`src/rtl/mac_pkg.sv`:
```
// Shared types and constants for the MAC batch arbiter and its round-robin picker.
package mac_pkg;
  localparam int MAC_MEM_DEPTH = 64;

  typedef logic [3:0][15:0] vec4x16_t;

  typedef enum logic [1:0] {
    IDLE,
    FILL,
    RD_REQ,
    DRAIN
  } arb_state_t;
endpackage

```
`src/rtl/rr_arbiter.sv`:
```
// Combinational round-robin picker: grants the first requesting line at or after ptr.
module rr_arbiter #(
  parameter int N  = 2,
  parameter int PW = (N > 1) ? $clog2(N) : 1
) (
  input  logic [N-1:0]  req,
  input  logic [PW-1:0] ptr,
  input  logic          en,
  output logic [N-1:0]  grant
);

  logic found;

  // Outer loop walks the circular search order; inner loop keeps every bit select constant.
  always_comb begin
    grant = '0;
    found = 1'b0;
    for (int i = 0; i < N; i++) begin
      for (int j = 0; j < N; j++) begin
        if (en && !found && req[j] && (j == (int'(ptr) + i) % N)) begin
          grant[j] = 1'b1;
          found    = 1'b1;
        end
      end
    end
  end

endmodule

```
`src/rtl/mac_batch_arbiter.sv`:
```
// Shares one mac among NUM_REQ requesters, one whole batch (fill, block read, drain) at a time.
module mac_batch_arbiter
  import mac_pkg::*;
#(
  parameter int NUM_REQ   = 2,
  parameter int BATCH_LEN = 64
) (
  input  logic                    CLK,
  input  logic                    RST,
  input  logic [NUM_REQ-1:0]      req,
  output logic [NUM_REQ-1:0]      gnt,
  input  logic [NUM_REQ-1:0]      beat_valid,
  output logic                    beat_ready,
  input  logic [NUM_REQ*64-1:0]   req_vectA,
  input  logic [NUM_REQ*64-1:0]   req_vectB,
  output logic [NUM_REQ-1:0]      rsp_valid,
  output logic [31:0]             rsp_data,
  output logic                    rsp_last,
  output logic                    EN_mac,
  input  logic                    RDY_mac,
  output logic [15:0]             mac_vectA_0,
  output logic [15:0]             mac_vectA_1,
  output logic [15:0]             mac_vectA_2,
  output logic [15:0]             mac_vectA_3,
  output logic [15:0]             mac_vectB_0,
  output logic [15:0]             mac_vectB_1,
  output logic [15:0]             mac_vectB_2,
  output logic [15:0]             mac_vectB_3,
  output logic                    EN_blockRead,
  input  logic                    RDY_blockRead,
  input  logic                    VALID_memVal,
  input  logic [31:0]             memVal_data
);

  localparam int PW = (NUM_REQ > 1) ? $clog2(NUM_REQ) : 1;
  localparam int CW = $clog2(BATCH_LEN + 1);
  localparam logic [CW-1:0] LAST_CNT = CW'(BATCH_LEN - 1);

  arb_state_t          state_q, state_d;
  logic [NUM_REQ-1:0]  gnt_q, gnt_d;
  logic [CW-1:0]       beat_cnt_q, beat_cnt_d;
  logic [PW-1:0]       rr_ptr_q, rr_ptr_d;

  logic [NUM_REQ-1:0]  arb_grant;
  logic [PW-1:0]       gnt_idx;
  logic                fill_st, g_valid, fill_fire, rsp_fire, at_last;
  vec4x16_t            vec_a, vec_b, out_a, out_b;

  rr_arbiter #(.N(NUM_REQ), .PW(PW)) u_rr (
    .req   (req),
    .ptr   (rr_ptr_q),
    .en    (state_q == IDLE),
    .grant (arb_grant)
  );

  // gnt_q is one-hot, so OR-ing the selected slices is a plain mux.
  always_comb begin
    vec_a   = '0;
    vec_b   = '0;
    gnt_idx = '0;
    for (int j = 0; j < NUM_REQ; j++) begin
      if (gnt_q[j]) begin
        vec_a   = req_vectA[j*64 +: 64];
        vec_b   = req_vectB[j*64 +: 64];
        gnt_idx = PW'(j);
      end
    end
  end

  assign fill_st   = (state_q == FILL);
  assign g_valid   = |(beat_valid & gnt_q);
  assign fill_fire = fill_st && g_valid && RDY_mac;
  // The first result beat is consumed in RD_REQ itself, so both states drain.
  assign rsp_fire  = ((state_q == RD_REQ) || (state_q == DRAIN)) && VALID_memVal;
  assign at_last   = (beat_cnt_q == LAST_CNT);

  always_comb begin
    state_d    = state_q;
    gnt_d      = gnt_q;
    beat_cnt_d = beat_cnt_q;
    rr_ptr_d   = rr_ptr_q;
    case (state_q)
      IDLE: begin
        if (|arb_grant) begin
          gnt_d      = arb_grant;
          beat_cnt_d = '0;
          state_d    = FILL;
        end
      end
      FILL: begin
        if (fill_fire) begin
          if (at_last) begin
            beat_cnt_d = '0;
            state_d    = RD_REQ;
          end else begin
            beat_cnt_d = beat_cnt_q + 1'b1;
          end
        end
      end
      RD_REQ, DRAIN: begin
        if (rsp_fire) begin
          if (at_last) begin
            gnt_d      = '0;
            beat_cnt_d = '0;
            rr_ptr_d   = (gnt_idx == PW'(NUM_REQ - 1)) ? '0 : gnt_idx + 1'b1;
            state_d    = IDLE;
          end else begin
            beat_cnt_d = beat_cnt_q + 1'b1;
            state_d    = DRAIN;
          end
        end
      end
      default: state_d = IDLE;
    endcase
  end

  always_ff @(posedge CLK or posedge RST) begin
    if (RST) begin
      state_q    <= IDLE;
      gnt_q      <= '0;
      beat_cnt_q <= '0;
      rr_ptr_q   <= '0;
    end else begin
      state_q    <= state_d;
      gnt_q      <= gnt_d;
      beat_cnt_q <= beat_cnt_d;
      rr_ptr_q   <= rr_ptr_d;
    end
  end

  // Vectors are forced to zero outside FILL so the mac never sees stale lanes.
  assign out_a = fill_st ? vec_a : '0;
  assign out_b = fill_st ? vec_b : '0;

  assign gnt          = gnt_q;
  assign beat_ready   = fill_st && RDY_mac;
  assign EN_mac       = fill_fire;
  assign mac_vectA_0  = out_a[0];
  assign mac_vectA_1  = out_a[1];
  assign mac_vectA_2  = out_a[2];
  assign mac_vectA_3  = out_a[3];
  assign mac_vectB_0  = out_b[0];
  assign mac_vectB_1  = out_b[1];
  assign mac_vectB_2  = out_b[2];
  assign mac_vectB_3  = out_b[3];
  assign EN_blockRead = (state_q == RD_REQ) && RDY_blockRead;
  assign rsp_valid    = rsp_fire ? gnt_q : '0;
  assign rsp_data     = rsp_fire ? memVal_data : '0;
  assign rsp_last     = rsp_fire && at_last;

endmodule

```
`config.mk`:
```
export PLATFORM = sky130hd
export DESIGN_NAME = mac_batch_arbiter
export DESIGN_NICKNAME = d
export VERILOG_FILES = /design/src/rtl/mac_pkg.sv /design/src/rtl/rr_arbiter.sv /design/src/rtl/mac_batch_arbiter.sv
export SDC_FILE = /design/constraint.sdc
export NUM_CORES = 1
export LEC_CHECK = 0
export ABC_AREA = 1
export BUFFER_PORTS_ARGS = -buffer_cell sky130_fd_sc_hd__buf_4
export CAP_MARGIN = 20
export CORE_AREA = 2 2 183 185
export CTS_CLUSTER_DIAMETER = 30
export DETAILED_ROUTE_END_ITERATION = 16
export DIE_AREA = 0 0 185 187
export GPL_TIMING_DRIVEN = 0
export PLACE_DENSITY_LB_ADDON = 0.08
export SLEW_MARGIN = 30
export SYNTH_ARGS = -nofsm -noshare
export SYNTH_HDL_FRONTEND = slang
export SYNTH_SLANG_ARGS = --single-unit
export TNS_END_PERCENT = 30
```
`constraint.sdc`:
```
create_clock -name CLK -period 1.32 [get_ports CLK]
set_input_delay 0.132 -clock CLK [delete_from_list [all_inputs] [get_ports CLK]]
set_output_delay 0.132 -clock CLK [all_outputs]
set_load 0.01 [all_outputs]
```
==> flow_metrics.py <==
metrics = {
    "critical_path": {
        "r2r_end": "gnt[0]$_DFFE_PP0P_",
        "cp.arrival_ns": 1.71,
        "r2r_cells": 8,
        "crit_type": "register to primary output",
        "startpoint_type": "register",
        "cp-end-kind": "primary output",
        "cp_max_fo": 5,
        "regToRegStartpoint": "beat_cnt_q[1]$_DFFE_PP0P_",
        "r2r_setup_slack_ns": -0.12,
        "required_ns": 1.19,
    },
    "power": {
        "ir_drop_mv": 0.451,
        "total_power_uw": 11900,
        "p_leak_uw": 0.00417,
        "pwr_density_cell_nw_per_um2": 1440,
    },
    "final_layout": {
        "antennaDiodeCount": 0,
        "seqCellArea_sq_um": 303,
        "final_area_sq_um": 8300,
        "fillers": 3791,
        "drive_gt1_share_pct": 63.3,
        "post-route-util_pct": 25.3,
        "multi_input_area_sq_um": 2710,
        "syn_to_final_growth_pct": 187,
        "final_nets": 1391,
    },
    "placement": {
        "placed_area_sq_um": 7050,
        "hpwl_mm": 20.2,
        "routabilityCongestion": 0.730,
        "portBuffers": 464,
        "place_worst_setup_slack_ns": -0.611,
    },
    "min_path": {
        "min_path_type": "input pin to register",
        "min_path_cells": 3,
        "min_to": "gnt[0]$_DFFE_PP0P_",
        "hp-start": "req[0]",
    },
    "floorplan": {
        "initial_core_util_pct": 8.79,
        "die_area_sq_um": 34600,
        "die_x_microns": 185,
        "die_y_microns": 187,
        "ios": 465,
        "core_area_sq_um": 32900,
        "placementRows": 67,
    },
    "synth": {
        "synth_async_sr_flop_share_pct": 100,
        "ys_seq_area_share_pct": 10.4,
        "synth.cell_area_sq_um": 2890,
        "ys_ff_latch": 12,
        "syn_nets": 899,
        "synth_edf_count": 0,
        "yosysUniqueCellTypes": 24,
        "syn_avg_cell_area_sq_um": 4.80,
        "synthMostInstantiatedCell": "nand2_1",
        "synthTopCellsByArea": "nand2_1 38%, a21oi_1 22%, dfrtp_1 10%",
        "ys_warn_count": 0,
        "synthCells": 601,
        "synth_ff_type": "dfrtp_1",
        "yosysTopAreaCellShare_pct": 38.1,
        "netlist_top_cells_count": "293 x nand2_1, 129 x a21oi_1, 46 x inv_1, 42 x nor2_1, 19 x clkbuf_1",
        "yosys.area.top_type": "nand2_1",
    },
    "outcome": {
        "status": "finished with violations",
        "violations": "negative setup slack",
    },
    "timing": {
        "hold_viol": 0,
        "setup_ws_ns": -0.524,
        "fmax_mhz": 542,
        "fin_crit_sh_pct": 140,
        "setup_viol": 166,
        "whs_ns": 0.149,
        "fin_crit_ns": 1.84,
        "skew_ns": 0.00514,
        "maxSlewViolCount": 0,
        "rsz0062_at_grt": "yes",
        "slew_headroom_pct": 63.3,
        "worst_pin_slew_ns": 0.551,
    },
    "route": {
        "wl_mm": 25.2,
        "drt_iter0_drc": 121,
        "drc": 0,
        "first_pass_iters": 4,
        "wl_per_cell_microns": 16.4,
        "dr_total_vias": 5693,
        "drtAntennaViolNets": 0,
        "via_per_inst": 3.70,
    },
    "clock_network": {
        "htree_levels": 1,
        "cts_buffers": 3,
        "insertion_delay_ns": 0.25,
        "cts.path.max_buffers": 2,
        "cts.clk_slew.worst_paths_ns": 0.05,
        "cts.sink_count": 12,
        "cts_root_buf": "clkbuf_16",
        "cts_tree": "built",
    },
    "flow_run": {
        "maxCapViolCount": 0,
    },
    "global_routing": {
        "grt_max_degree": 13,
        "grt_pass1_wl_mm": 34.3,
        "grt_overflow": 0,
        "grt_pass1_vias": 5701,
        "grtUsageTotal_pct": 13.1,
        "antenna_found_initial": 0,
    },
}
-- layer usage --
layer	share of wire, %	routed length (microns)	vias up	global-route usage, %
li1	-	-	2861	-
met1	37	9310	2574	13.7
met2	55	13900	254	27.2
met3	7.7	1940	4	2.76
met4	0.099	25	0	0.458
met5	0	0	-	0
-- worst max-delay path, stage by stage (launching register included) --
cell	delay, ns
dfrtp_1	0.38
buf_6	0.14
nor2_4	0.15
buf_6	0.15
clkbuf_16	0.17
clkbuf_16	0.16
nand2_4	0.04
a21oi_2	0.13
buf_4	0.13
-- flip-flops by register name, summed over array words and instances (netlist names) --
register,count
beat_cnt_q,7
state_q,2
gnt,2
rr_ptr_q,1
-- layout make-up --
class,instances,area share (%)
buffer,48,6.98
clock buffer,4,1.07
inverter,47,2.16
multi-input combinational,494,32.7
sequential,12,3.65
tap,448,6.75
timing repair buffer,487,46.7
-- timing repair --
| action | 4_1_cts | 5_1_grt |
|---|---|---|
| setup buffers | 11 | 3 |
| pin swaps | 7 | 25 |
| gates resized for setup | 112 | 120 |
| setup endpoints to repair | 177 | 174 |
| endpoints found under the hold margin | 12 | 0 |
| gates cloned | 4 | 5 |
| hold buffers | 1 | 0 |
-- per-stage QoR --
stage | setup TNS [ns] | instances
CTS | -64.26 | 1533
finish | -59.11 | 1540
floorplan | -0.840 | 601
global placement | -74.30 | 1513
global route | -74.96 | 1540
detailed placement | -71.66 | 1513
-- worst max path at each step --
stage	from	end	depth (start not counted)
global placement	gnt[1]$_DFFE_PP0P_	mac_vectA_0[2]	5
global route	gnt[1]$_DFFE_PP0P_	mac_vectA_1[1]	8
finish	gnt[1]$_DFFE_PP0P_	mac_vectA_3[13]	8
detailed placement	state_q[1]$_DFFE_PP0P_	mac_vectA_0[12]	5
CTS	gnt[1]$_DFFE_PP0P_	mac_vectA_0[15]	7
floorplan	gnt[1]$_DFFE_PP0P_	mac_vectA_1[5]	6
-- report_power, final --
part / internal [uW] / total, uW / switching, uW
Combinational: 4910 / 10700 / 5740
Sequential: 481 / 629 / 148
Clock: 459 / 639 / 179
Total: 5850 / 11900 / 6070
-- placed cells by master (no fill, tap or decap), drive strengths merged --
cell	Yosys	routed
a21boi	1	1
a21oi	129	129
buf	29	515
bufbuf	0	1
clkbuf	19	22
dfrtp	12	12
dlygate4sd3	0	1
ha	1	1
inv	47	47
nand2	295	295
nand3	8	8
nand4	4	4
nor2	46	46
nor3	1	1
nor3b	1	1
o211ai	2	2
o21ai	3	3
o31ai	1	1
or2	1	1
xor2	1	1
-- logic make-up after synthesis --
kind of cell	count (synthesis)	synth area share [%]
adders and majority gates	1	0.433
DFF	12	10.4
AOI/OAI and AO/OA	136	23.9
and+or+nand+nor	356	47.7
xor gates and xnor gates	1	0.303
buffers and inverters	95	17.2
Note: power is estimated with default switching activity, not from simulation.
